## config.mk

```make
export PLATFORM = sky130hd
export DESIGN_NAME = sdrd_serial_ctrl
export DESIGN_NICKNAME = d
export VERILOG_FILES = /design/src/rtl/sdrd_pkg.sv /design/src/rtl/sdrd_shift.sv /design/src/rtl/sdrd_serial_ctrl.sv
export SDC_FILE = /design/constraint.sdc
export NUM_CORES = 1
export LEC_CHECK = 0
export ABC_CLOCK_PERIOD_IN_PS = 4700
export CAP_MARGIN = 25
export CORE_ASPECT_RATIO = 0.8
export CORE_MARGIN = 5
export CORE_UTILIZATION = 54
export CTS_BUF_LIST = sky130_fd_sc_hd__clkbuf_16
export DETAILED_ROUTE_END_ITERATION = 10
export PLACE_DENSITY = 0.81
export SKIP_LAST_GASP = 1
export SYNTH_ARGS = -nofsm -noshare
export SYNTH_HDL_FRONTEND = slang
export SYNTH_SLANG_ARGS = --single-unit
```

## constraint.sdc

```tcl
create_clock -name clk -period 4.7 [get_ports clk]
set_input_delay 0.94 -clock clk [delete_from_list [all_inputs] [get_ports clk]]
set_output_delay 0.94 -clock clk [all_outputs]
set_load 0.01 [all_outputs]
```

## src/rtl/sdrd_pkg.sv

```systemverilog
// Shared types and constants for the SDRD serial port controller.
// Imported by the controller and the shift engine.
package sdrd_pkg;

    localparam int CMD_BITS_DEF  = 4;
    localparam int DATA_BITS_DEF = 6;

    localparam logic WIN_BA13 = 1'b0;
    localparam logic WIN_BA12 = 1'b1;

    typedef enum logic [2:0] {
        IDLE,
        CMD,
        DATA,
        DONE,
        ACK,
        WAIT_REL
    } state_t;

    typedef enum logic {
        OWN_CPU,
        OWN_POLL
    } owner_t;

endpackage

```

## src/rtl/sdrd_shift.sv

```systemverilog
// Serial bit engine: bit timer, bit counter, command shift-out,
// data shift-in and sclk/sdo generation for one SDRD frame.
module sdrd_shift
    import sdrd_pkg::*;
#(
    parameter int CMD_BITS  = CMD_BITS_DEF,
    parameter int DATA_BITS = DATA_BITS_DEF,
    parameter int DIV       = 2
) (
    input  logic                 clk,
    input  logic                 rst,
    input  logic                 start,
    input  logic                 run,
    input  logic [CMD_BITS-1:0]  cmd,
    input  logic                 sdrd,
    output logic                 sclk,
    output logic                 sdo,
    output logic                 phase,
    output logic                 cmd_last,
    output logic                 last_bit,
    output logic [DATA_BITS-1:0] rx_data
);

    localparam int TOT = CMD_BITS + DATA_BITS;
    localparam int DW  = $clog2(DIV);
    localparam int BW  = $clog2(TOT);

    logic [DW-1:0]        div_cnt;
    logic [BW-1:0]        bit_cnt;
    logic [CMD_BITS-1:0]  cmd_sr;
    logic [DATA_BITS-1:0] data_sr;
    logic                 in_cmd;

    assign in_cmd   = bit_cnt < BW'(CMD_BITS);
    assign phase    = run & (div_cnt == DW'(DIV - 1));
    assign cmd_last = bit_cnt == BW'(CMD_BITS - 1);
    assign last_bit = bit_cnt == BW'(TOT - 1);
    assign sclk     = run & (div_cnt >= DW'(DIV / 2));
    assign sdo      = run & in_cmd & cmd_sr[CMD_BITS-1];
    assign rx_data  = {data_sr[DATA_BITS-2:0], sdrd};

    // Advance the bit timer; shift command out or data in at each bit end.
    always_ff @(posedge clk) begin
        if (rst) begin
            div_cnt <= '0;
            bit_cnt <= '0;
            cmd_sr  <= '0;
            data_sr <= '0;
        end else if (start) begin
            div_cnt <= '0;
            bit_cnt <= '0;
            cmd_sr  <= cmd;
            data_sr <= '0;
        end else if (run) begin
            if (phase) begin
                div_cnt <= '0;
                bit_cnt <= bit_cnt + 1'b1;
                if (in_cmd) begin
                    cmd_sr <= {cmd_sr[CMD_BITS-2:0], 1'b0};
                end else begin
                    data_sr <= rx_data;
                end
            end else begin
                div_cnt <= div_cnt + 1'b1;
            end
        end
    end

endmodule

```

## src/rtl/sdrd_serial_ctrl.sv

```systemverilog
// SDRD port sequencer: arbitrates host bus and poller, runs one
// serial frame per grant and returns the result to the winner.
module sdrd_serial_ctrl
    import sdrd_pkg::*;
#(
    parameter int CMD_BITS   = CMD_BITS_DEF,
    parameter int DATA_BITS  = DATA_BITS_DEF,
    parameter int DIV        = 2,
    parameter int STARVE_LIM = 3
) (
    input  logic                 clk,
    input  logic                 rst,
    input  logic                 sser_n,
    input  logic                 ba13,
    input  logic                 ba12,
    input  logic [CMD_BITS-1:0]  ba_cmd,
    input  logic                 br_w,
    output logic [DATA_BITS-1:0] cpu_rdata,
    output logic                 cpu_dtack,
    input  logic                 poll_req,
    input  logic [CMD_BITS-1:0]  poll_cmd,
    output logic                 poll_gnt,
    output logic                 poll_done,
    output logic [DATA_BITS-1:0] poll_data,
    output logic                 scs,
    output logic                 sclk,
    output logic                 sdo,
    input  logic                 sdrd,
    output logic                 busy
);

    localparam int SW = $clog2(STARVE_LIM + 1);

    state_t               state;
    owner_t               owner;
    logic                 aband;
    logic [SW-1:0]        starve_cnt;
    logic                 hit;
    logic                 rd_hit;
    logic                 wr_hit;
    logic                 starved;
    logic                 idle;
    logic                 cpu_start;
    logic                 poll_start;
    logic                 start;
    logic                 run;
    logic [CMD_BITS-1:0]  start_cmd;
    logic                 phase;
    logic                 cmd_last;
    logic                 last_bit;
    logic [DATA_BITS-1:0] rx_data;

    assign hit     = ~sser_n & (ba13 == WIN_BA13) & (ba12 == WIN_BA12);
    assign rd_hit  = hit & br_w;
    assign wr_hit  = hit & ~br_w;
    assign starved = starve_cnt == SW'(STARVE_LIM);
    assign idle    = state == IDLE;

    assign cpu_start  = idle & rd_hit & ~(poll_req & starved);
    assign poll_start = idle & poll_req & ~wr_hit & ~cpu_start;
    assign start      = cpu_start | poll_start;
    assign start_cmd  = poll_start ? poll_cmd : ba_cmd;

    assign run  = (state == CMD) | (state == DATA);
    assign scs  = run;
    assign busy = ~idle;

    assign cpu_dtack = (state == ACK) |
                       ((state == DONE) & (owner == OWN_CPU) & ~aband);
    assign poll_done = (state == DONE) & (owner == OWN_POLL);

    sdrd_shift #(
        .CMD_BITS  (CMD_BITS),
        .DATA_BITS (DATA_BITS),
        .DIV       (DIV)
    ) u_shift (
        .clk      (clk),
        .rst      (rst),
        .start    (start),
        .run      (run),
        .cmd      (start_cmd),
        .sdrd     (sdrd),
        .sclk     (sclk),
        .sdo      (sdo),
        .phase    (phase),
        .cmd_last (cmd_last),
        .last_bit (last_bit),
        .rx_data  (rx_data)
    );

    // Starvation counter: counts CPU frames won while the poller waits.
    always_ff @(posedge clk) begin
        if (rst) begin
            starve_cnt <= '0;
        end else if (poll_start) begin
            starve_cnt <= '0;
        end else if (cpu_start & poll_req & ~starved) begin
            starve_cnt <= starve_cnt + 1'b1;
        end
    end

    // Frame sequencing, owner tracking and result capture.
    always_ff @(posedge clk) begin
        if (rst) begin
            state     <= IDLE;
            owner     <= OWN_CPU;
            aband     <= 1'b0;
            poll_gnt  <= 1'b0;
            cpu_rdata <= '0;
            poll_data <= '0;
        end else begin
            poll_gnt <= poll_start;
            if (run & (owner == OWN_CPU) & sser_n) begin
                aband <= 1'b1;
            end
            unique case (state)
                IDLE: begin
                    if (wr_hit) begin
                        state <= ACK;
                    end else if (start) begin
                        state <= CMD;
                        owner <= poll_start ? OWN_POLL : OWN_CPU;
                        aband <= 1'b0;
                    end
                end
                CMD: begin
                    if (phase & cmd_last) begin
                        state <= DATA;
                    end
                end
                DATA: begin
                    if (phase & last_bit) begin
                        state <= DONE;
                        if (owner == OWN_POLL) begin
                            poll_data <= rx_data;
                        end else if (~aband & ~sser_n) begin
                            cpu_rdata <= rx_data;
                        end
                    end
                end
                DONE: begin
                    if ((owner == OWN_CPU) & ~aband) begin
                        state <= WAIT_REL;
                    end else begin
                        state <= IDLE;
                    end
                end
                ACK: begin
                    state <= WAIT_REL;
                end
                WAIT_REL: begin
                    if (sser_n) begin
                        state <= IDLE;
                    end
                end
                default: begin
                    state <= IDLE;
                end
            endcase
        end
    end

endmodule

```

==> results.py, run 1 <==
metrics = {
    "setup_path": {
        "crit_arrival_ns": 2.04,
        "critPathTopFamily": "buffers and inverters",
        "path_cells": "xnor2_2, nor2_1, clkdlybuf4s50_1",
        "cpPeakStageDelay_ns": 0.62,
        "worstSetupPathType": "flop to output port",
        "path_depth": 3,
        "critPathMaxFanout": 13,
        "worstPathRequired_ns": 3.76,
        "reg2reg_depth": 4,
        "cp_slowest_cell": "clkdlybuf4s50_1",
        "worstSetupEndpointType": "output port",
        "startpoint_type": "flop",
        "cp.buffers_inverters": 1,
    },
    "detailed_routing": {
        "wl_um": 3902,
        "vias_per_cell": 5.701,
        "drcViolationCount": 0,
        "wl_per_cell_um": 15.55,
        "final_antenna_net_count": 0,
        "drt_pre_antenna_iters": 4,
        "drt_iter0_markers": 127,
        "num_vias": 1431,
    },
    "timing": {
        "post-route-min-period_ns": 2.977,
        "finalSetupViolations": 0,
        "final.setup.tns_ns": 0,
        "final.setup_skew_ns": 0.004629,
        "worst_pin_slew_ns": 0.9050,
        "fmax_mhz": 335.9,
        "post-route-period-util": 0.6335,
        "hold_viol_final": 0,
        "slew_headroom": 0.3920,
        "rsz0062_at_grt": "no",
        "fin_ws_ns": 1.723,
        "slew_violations": 0,
        "hold_ws_ns": 0.4697,
    },
    "hold_path": {
        "min_delay_path_depth": 2,
        "hp-class": "flop to flop",
    },
    "synthesis": {
        "synth_nets": 200,
        "synth_compound_area_frac": 0.1271,
        "muxShareOfSynthArea": 0.1096,
        "synth_top_family_by_area": "simple AND/OR/NAND/NOR gates",
        "ys.flop_type": "dfxtp_1",
        "synthXorXnorAreaFrac": 0.03120,
        "synth_cell_types": 41,
        "syn_inst": 181,
        "yosys.area_share.simple": 0.2603,
        "synth_edf_count": 0,
        "avgSynthCellArea_um2": 9.083,
        "ys_warn_count": 0,
        "synth_seq_cells": 34,
        "netlist_area_um2": 1644,
        "yosysSeqAreaShare": 0.4140,
        "synth_adder_area_share": 0.02283,
        "async_flop_share": 0,
    },
    "power": {
        "p_leak_nw": 0.7193,
        "power.density_nw_per_um2": 369.5,
        "vdd_drop_max_mv": 0.2413,
    },
    "cells_and_area": {
        "nNetsFinal": 231,
        "final_layout_size_suffix_gt1_frac": 0.05164,
        "diodes": 0,
        "syn_to_final_growth_pct": 29.53,
        "fillerInstances": 207,
        "fin_util": 0.7528,
        "layout_common_cells": "dfxtp_1 (34), clkdlybuf4s50_1 (34), mux2i_1 (18)",
    },
    "place": {
        "hpwl_um": 2806,
        "numPortBuffers": 34,
        "place_ws_ns": 1.448,
        "routabilityCongestion": 0.7864,
    },
    "clock_tree": {
        "clock_latency_ns": 0.28,
        "cts.root.buffer_cell": "clkbuf_16",
        "cts.sink_count": 34,
        "cts.path.max_buffers": 2,
        "hold_buffers": 0,
        "cts_resized": 0,
        "htreeDepth": 2,
        "postCtsSetupBuffers": 0,
        "tritoncts": "built",
        "path_clk_slew_ns": 0.05,
        "cts_buffers": 5,
    },
    "die": {
        "die_x_um": 71.69,
        "core-area_um2": 2829,
        "die_y_um": 59.35,
        "row_count": 17,
        "dieArea_um2": 4255,
        "io_pins": 35,
        "start_util": 0.5812,
    },
    "grt": {
        "overflow": 0,
        "grt_use_total": 0.2021,
        "grt_first_pass_wirelength_um": 6706,
        "grt_pass1_vias": 1448,
        "grt_max_degree": 29,
        "antenna_found_initial": 0,
    },
    "run_status": {
        "status": "finished clean",
    },
    "job": {
        "max-cap-violations": 0,
    },
}
cell families after synthesis:
group,count (synthesis)
and+or+nand+nor,73
AOI/OAI and AO/OA,34
DFF,34
muxes,18
buffers and inverters,14
xor gates and xnor gates,5
adders and majority gates,3
power by group:
part | leakage, nW | switching [mW] | internal (mW) | total (mW)
clock | 0.0663 | 0.114 | 0.190 | 0.304
combinational | 0.378 | 0.0818 | 0.0691 | 0.151
sequential | 0.275 | 0.0248 | 0.307 | 0.332
total | 0.719 | 0.221 | 0.566 | 0.787
flip-flops by register name (all words and copies together), names as in the netlist:
| name | flops |
|---|---|
| cpu_rdata | 6 |
| poll_gnt | 1 |
| aband | 1 |
| u_shift.cmd_sr | 4 |
| owner | 1 |
| u_shift.data_sr | 5 |
| u_shift.div_cnt | 1 |
| u_shift.bit_cnt | 4 |
| poll_data | 6 |
| starve_cnt | 2 |
| state | 3 |
final cells by class:
type | instances | area (um2) | area share
timing repair buffer | 35 | 347.8 | 0.1633
tap | 38 | 47.55 | 0.02233
sequential | 34 | 680.7 | 0.3196
inverter | 3 | 11.26 | 0.005288
clock buffer | 5 | 125.1 | 0.05875
clock inverter | 3 | 11.26 | 0.005288
multi-input combinational | 133 | 905.9 | 0.4254
path summary, 6_finish.rpt:
kind | slack (ns) | start | endpoint
worst max-delay path | 1.72 | state[1]$_SDFFE_PP0P_ | sclk
worst min-delay path | 0.47 | cpu_rdata[2]$_SDFFE_PP0P_ | cpu_rdata[2]$_SDFFE_PP0P_
worst max register to register | 2.24 | state[1]$_SDFFE_PP0P_ | cpu_rdata[5]$_SDFFE_PP0P_
worst min register to register | 0.47 | cpu_rdata[2]$_SDFFE_PP0P_ | cpu_rdata[2]$_SDFFE_PP0P_
layer usage:
layer,part of all wire,GRT usage
met1,0.45,0.2469
met2,0.48,0.3338
met3,0.055,0.07797
met4,0.014,0.05630
met5,0,0
worst register-to-register path: cells and delay by family (launching register included):
family | cells | cell delay (ns)
DFF | 1 | 0.58
and+or+nand+nor | 3 | 1.53
muxes | 1 | 0.28
stage by stage:
| step | power (mW) | instances | instance area [um2] |
|---|---|---|---|
| after global placement | 0.4782 | 242 | 1986 |
| final | 0.7869 | 251 | 2130 |
| after CTS | 0.7851 | 250 | 2122 |
| after global routing | 0.8203 | 251 | 2130 |
| after detailed placement | 0.4825 | 242 | 1986 |
| after floorplan | 0.4322 | 181 | 1644 |
synth_stat cells (2+ instances only):
library cell / n / area (um2)
nand3b_1: 2 / 15.01
clkbuf_1: 9 / 33.78
nor2_1: 16 / 60.06
xnor2_1: 4 / 35.03
nor3_1: 6 / 30.03
o21bai_1: 2 / 15.01
a21oi_1: 11 / 55.05
nor2b_1: 2 / 12.51
nand2_1: 6 / 22.52
nand2b_1: 14 / 87.58
and3_1: 2 / 12.51
inv_1: 3 / 11.26
o21ai_0: 9 / 45.04
dfxtp_1: 34 / 680.7
ha_1: 3 / 37.54
or3_1: 3 / 18.77
nand3_1: 8 / 40.04
mux2i_1: 18 / 180.2
nor3b_1: 4 / 30.03
o22ai_1: 3 / 18.77
or4b_1: 2 / 20.02
Note: power is estimated with default switching activity, not from simulation.
==> inputs of run 2 (changes only) <==
Settings changed: ABC_CLOCK_PERIOD_IN_PS 4700 to 2900, CORE_UTILIZATION 54 to 50, PLACE_DENSITY 0.81 to 0.76.
Clock period 4.7 ns to 2.9 ns, I/O delays scaled along.
==> results.py, run 2 (synthesized netlist as in run 1, its figures left out) <==
metrics = {
    "grt": {
        "grt_first_pass_wirelength_um": 6686,
        "grt_pass1_vias": 1417,
        "antenna_found_initial": 0,
        "grt_max_degree": 23,
        "overflow": 0,
        "grt_use_total": 0.1997,
    },
    "clock_tree": {
        "path_clk_slew_ns": 0.05,
        "cts_buffers": 5,
        "tritoncts": "built",
        "htreeDepth": 2,
        "clock_latency_ns": 0.28,
        "cts.sink_count": 34,
        "cts.path.max_buffers": 2,
        "cts_resized": 0,
        "postCtsSetupBuffers": 0,
        "cts.root.buffer_cell": "clkbuf_16",
        "hold_buffers": 0,
    },
    "setup_path": {
        "worstPathRequired_ns": 2.32,
        "reg2reg_depth": 4,
        "critPathMaxFanout": 13,
        "regToRegStartpoint": "state[1]$_SDFFE_PP0P_",
        "worstSetupPathType": "flop to output port",
        "ff2ff_setup_slack_ns": 0.43,
        "worstSetupEndpointType": "output port",
        "startpoint_type": "flop",
        "crit_arrival_ns": 2.03,
        "rr_endpoint": "cpu_rdata[1]$_SDFFE_PP0P_",
    },
    "timing": {
        "final.setup_skew_ns": 0.003573,
        "slew_violations": 0,
        "post-route-min-period_ns": 2.613,
        "finalSetupViolations": 0,
        "hold_viol_final": 0,
        "hold_ws_ns": 0.4737,
        "fmax_mhz": 382.7,
        "post-route-period-util": 0.9011,
        "worst_pin_slew_ns": 0.6283,
        "rsz0062_at_grt": "no",
        "final.setup.tns_ns": 0,
        "slew_headroom": 0.5780,
    },
    "die": {
        "start_util": 0.5252,
        "row_count": 18,
        "io_pins": 35,
        "dieArea_um2": 4542,
        "die_y_um": 61.29,
        "die_x_um": 74.11,
        "core-area_um2": 3131,
    },
    "cells_and_area": {
        "reg_top3": "cpu_rdata: 6 flops, poll_data: 6 flops, u_shift.data_sr: 5 flops",
        "fillerInstances": 243,
        "design_area_um2": 2156,
        "final_layout_size_suffix_gt1_frac": 0.06944,
        "nNetsFinal": 234,
        "syn_to_final_growth_pct": 31.13,
        "diodes": 0,
        "layout_common_cells": "dfxtp_1 (34), clkdlybuf4s50_1 (34), mux2i_1 (18)",
    },
    "job": {
        "max-cap-violations": 0,
    },
    "power": {
        "power_mw": 1.286,
        "power.density_nw_per_um2": 596.4,
        "vdd_drop_max_mv": 0.4020,
        "p_leak_nw": 0.7411,
    },
    "detailed_routing": {
        "num_vias": 1465,
        "drcViolationCount": 0,
        "final_antenna_net_count": 0,
        "wl_per_cell_um": 15.54,
        "wl_um": 3977,
        "drt_pre_antenna_iters": 4,
        "vias_per_cell": 5.723,
        "drt_iter0_markers": 156,
    },
    "hold_path": {
        "holdCritStartpoint": "cpu_rdata[3]$_SDFFE_PP0P_",
        "hp-class": "flop to flop",
        "hold_path_end": "cpu_rdata[3]$_SDFFE_PP0P_",
        "min_delay_path_depth": 2,
    },
    "place": {
        "dpl-instance-area_um2": 2018,
        "hpwl_um": 2948,
        "numPortBuffers": 34,
        "routabilityCongestion": 0.8707,
    },
    "run_status": {
        "status": "finished clean",
    },
}
## run 2: changes by cell type in the layout (fill, tap and decap cells not counted), sizes merged
cell | before | now
buf | 1 | 4
clkinv | 3 | 2
inv | 3 | 4
## run 2: worst max-delay path by stage
| stage | from | end | slack (ns) | cells past startpoint |
|---|---|---|---|---|
| detailed placement | sser_n | owner$_SDFFE_PP0P_ | 0.33 | 6 |
| finish | state[1]$_SDFFE_PP0P_ | sclk | 0.29 | 3 |
| floorplan | state[0]$_SDFFE_PP0P_ | cpu_rdata[0]$_SDFFE_PP0P_ | 0.98 | 6 |
| global route | state[1]$_SDFFE_PP0P_ | sdo | 0.14 | 4 |
| global placement | sser_n | u_shift.bit_cnt[1]$_SDFFE_PP0P_ | 0.46 | 6 |
| CTS | state[1]$_SDFFE_PP0P_ | sclk | 0.29 | 3 |
## run 2: per-stage QoR
| stage | std cells | util | setup WS, ns |
|---|---|---|---|
| after floorplan | 181 | - | 0.9823 |
| after global placement | 248 | 0.6447 | 0.4574 |
| after detailed placement | 248 | 0.6447 | 0.3252 |
| after CTS | 256 | 0.6886 | 0.2888 |
| after global routing | 256 | 0.6886 | 0.1365 |
| final | 256 | 0.6886 | 0.2868 |
## run 2: critical path: stages (launching register included)
cell,delay (ns)
dfxtp_1,0.60
xnor2_2,0.22
nor2_1,0.32
clkdlybuf4s50_1,0.60
## run 2: layout make-up
| type | count | area (um2) | area share |
|---|---|---|---|
| timing repair buffer | 38 | 370.4 | 0.1718 |
| inverter | 3 | 11.26 | 0.005223 |
| clock inverter | 3 | 12.51 | 0.005804 |
| multi-input combinational | 133 | 905.9 | 0.4202 |
| clock buffer | 5 | 125.1 | 0.05804 |
| sequential | 34 | 680.7 | 0.3157 |
| tap | 40 | 50.05 | 0.02322 |
## run 2: metal layers
| layer | global-route usage | share of wire |
|---|---|---|
| met5 | 0 | 0 |
| met4 | 0.08527 | 0.016 |
| met3 | 0.04894 | 0.088 |
| met2 | 0.3157 | 0.44 |
| met1 | 0.2625 | 0.46 |
## run 2: power by group
| group | switching (mW) | internal [mW] | total (mW) |
|---|---|---|---|
| clock network | 0.191 | 0.310 | 0.501 |
| registers | 0.0404 | 0.497 | 0.538 |
| logic | 0.134 | 0.113 | 0.247 |
| total | 0.366 | 0.920 | 1.29 |
==> inputs of run 3 (changes only) <==
Settings changed: REMOVE_ABC_BUFFERS set to 1, SLEW_MARGIN set to 40.
==> results.py, run 3 (synthesized netlist as in run 1, its figures left out) <==
metrics = {
    "clock_tree": {
        "htreeDepth": 2,
        "hold_buffers": 0,
        "cts_resized": 0,
        "clock_latency_ns": 0.28,
        "path_clk_slew_ns": 0.05,
        "tritoncts": "built",
        "cts.sink_count": 34,
        "cts.root.buffer_cell": "clkbuf_16",
        "cts_buffers": 5,
        "postCtsSetupBuffers": 0,
        "cts.path.max_buffers": 2,
    },
    "cells_and_area": {
        "fillerInstances": 252,
        "nNetsFinal": 235,
        "reg_top3": "cpu_rdata: 6 flops, poll_data: 6 flops, u_shift.data_sr: 5 flops",
        "syn_to_final_growth_pct": 31.58,
        "stdcell_count": 257,
        "layout_common_cells": "dfxtp_1 (34), clkdlybuf4s50_1 (34), mux2i_1 (18)",
        "diodes": 0,
        "final_layout_size_suffix_gt1_frac": 0.07373,
    },
    "setup_path": {
        "crit_arrival_ns": 2.06,
        "worstSetupPathType": "flop to output port",
        "regToRegStartpoint": "state[1]$_SDFFE_PP0P_",
        "ff2ff_setup_slack_ns": 0.51,
        "worstPathRequired_ns": 2.32,
        "startpoint_type": "flop",
        "rr_endpoint": "cpu_rdata[2]$_SDFFE_PP0P_",
        "worstSetupEndpointType": "output port",
        "critPathMaxFanout": 13,
        "reg2reg_depth": 4,
    },
    "grt": {
        "use_met1": 0.2326,
        "overflow": 0,
        "grt_max_degree": 19,
        "grt_first_pass_wirelength_um": 6437,
        "use_met2": 0.3131,
        "gr-usage-met3": 0.04731,
        "busiest_layer": "met2",
        "grt_use_total": 0.1891,
        "antenna_found_initial": 0,
        "grt_pass1_vias": 1450,
    },
    "detailed_routing": {
        "vias_per_cell": 5.595,
        "wl_um": 3743,
        "drcViolationCount": 0,
        "drt_pre_antenna_iters": 4,
        "num_vias": 1438,
        "drt_iter0_markers": 46,
        "wl_per_cell_um": 14.56,
        "final_antenna_net_count": 0,
    },
    "hold_path": {
        "min_delay_path_depth": 2,
        "hp-class": "flop to flop",
        "hold_path_end": "cpu_rdata[5]$_SDFFE_PP0P_",
        "holdCritStartpoint": "cpu_rdata[5]$_SDFFE_PP0P_",
    },
    "timing": {
        "slew_violations": 0,
        "post-route-min-period_ns": 2.636,
        "worst_pin_slew_ns": 0.5535,
        "final.setup.tns_ns": 0,
        "fin_ws_ns": 0.2635,
        "fmax_mhz": 379.3,
        "slew_headroom": 0.6282,
        "final.setup_skew_ns": 0.003992,
        "hold_viol_final": 0,
        "rsz0062_at_grt": "no",
        "finalSetupViolations": 0,
        "post-route-period-util": 0.9091,
    },
    "run_status": {
        "status": "finished clean",
    },
    "die": {
        "die_x_um": 74.11,
        "core-area_um2": 3131,
        "start_util": 0.5252,
        "dieArea_um2": 4542,
        "die_y_um": 61.29,
        "row_count": 18,
        "io_pins": 35,
    },
    "place": {
        "routabilityCongestion": 0.9000,
        "hpwl_um": 2826,
        "numPortBuffers": 34,
        "place_ws_ns": 0.3536,
        "place_inst": 249,
    },
    "job": {
        "max-cap-violations": 0,
    },
    "power": {
        "vdd_drop_max_mv": 0.3603,
        "power.density_nw_per_um2": 588.1,
        "p_leak_nw": 0.7459,
    },
}
-- run 3: cell types whose count changed in the layout (fill, tap and decap cells not counted) --
cell and change:
buf_4 +1
-- run 3: how the worst max path moves through the flow --
stage / startpoint / endpoint / cells after the start / slack [ns]
6_report: state[1]$_SDFFE_PP0P_ / sclk / 3 / 0.26
5_1_grt: state[1]$_SDFFE_PP0P_ / sclk / 3 / 0.14
4_1_cts: state[1]$_SDFFE_PP0P_ / sclk / 3 / 0.30
3_5_place_dp: sser_n / u_shift.bit_cnt[1]$_SDFFE_PP0P_ / 6 / 0.35
3_3_place_gp: sser_n / u_shift.bit_cnt[1]$_SDFFE_PP0P_ / 6 / 0.46
2_1_floorplan: state[1]$_SDFFE_PP0P_ / cpu_rdata[0]$_SDFFE_PP0P_ / 4 / 0.90
-- run 3: per-layer routing --
layer | up-vias | share of wire
li1 | 723 | -
met1 | 664 | 0.47
met2 | 44 | 0.45
met3 | 7 | 0.064
met4 | 0 | 0.015
met5 | - | 0
-- run 3: power breakdown --
group	internal, mW	switching [mW]
combinational	0.114	0.128
clock	0.310	0.183
sequential	0.498	0.0410
total	0.921	0.351
-- run 3: metrics by stage --
step	util	power [mW]	hold WS [ns]	area (um2)
after floorplan	-	0.6829	0.4502	1598
after global placement	0.6471	0.7815	0.4589	2026
after detailed placement	0.6471	0.7863	0.4618	2026
after CTS	0.6910	1.280	0.4731	2163
after global routing	0.6910	1.336	0.4983	2163
final	0.6910	1.272	0.4713	2163
-- run 3: cell type report --
cell class | count | area [um2] | share of cell area
multi-input combinational | 133 | 905.9 | 0.4187
sequential | 34 | 680.7 | 0.3146
timing repair buffer | 39 | 377.9 | 0.1747
clock buffer | 5 | 125.1 | 0.05784
tap | 40 | 50.05 | 0.02313
clock inverter | 3 | 12.51 | 0.005784
inverter | 3 | 11.26 | 0.005205
-- run 3: critical path, stage by stage (launching register included) --
cell and delay, ns:
dfxtp_1 0.62, xnor2_2 0.23, nor2_1 0.32, clkdlybuf4s50_1 0.61
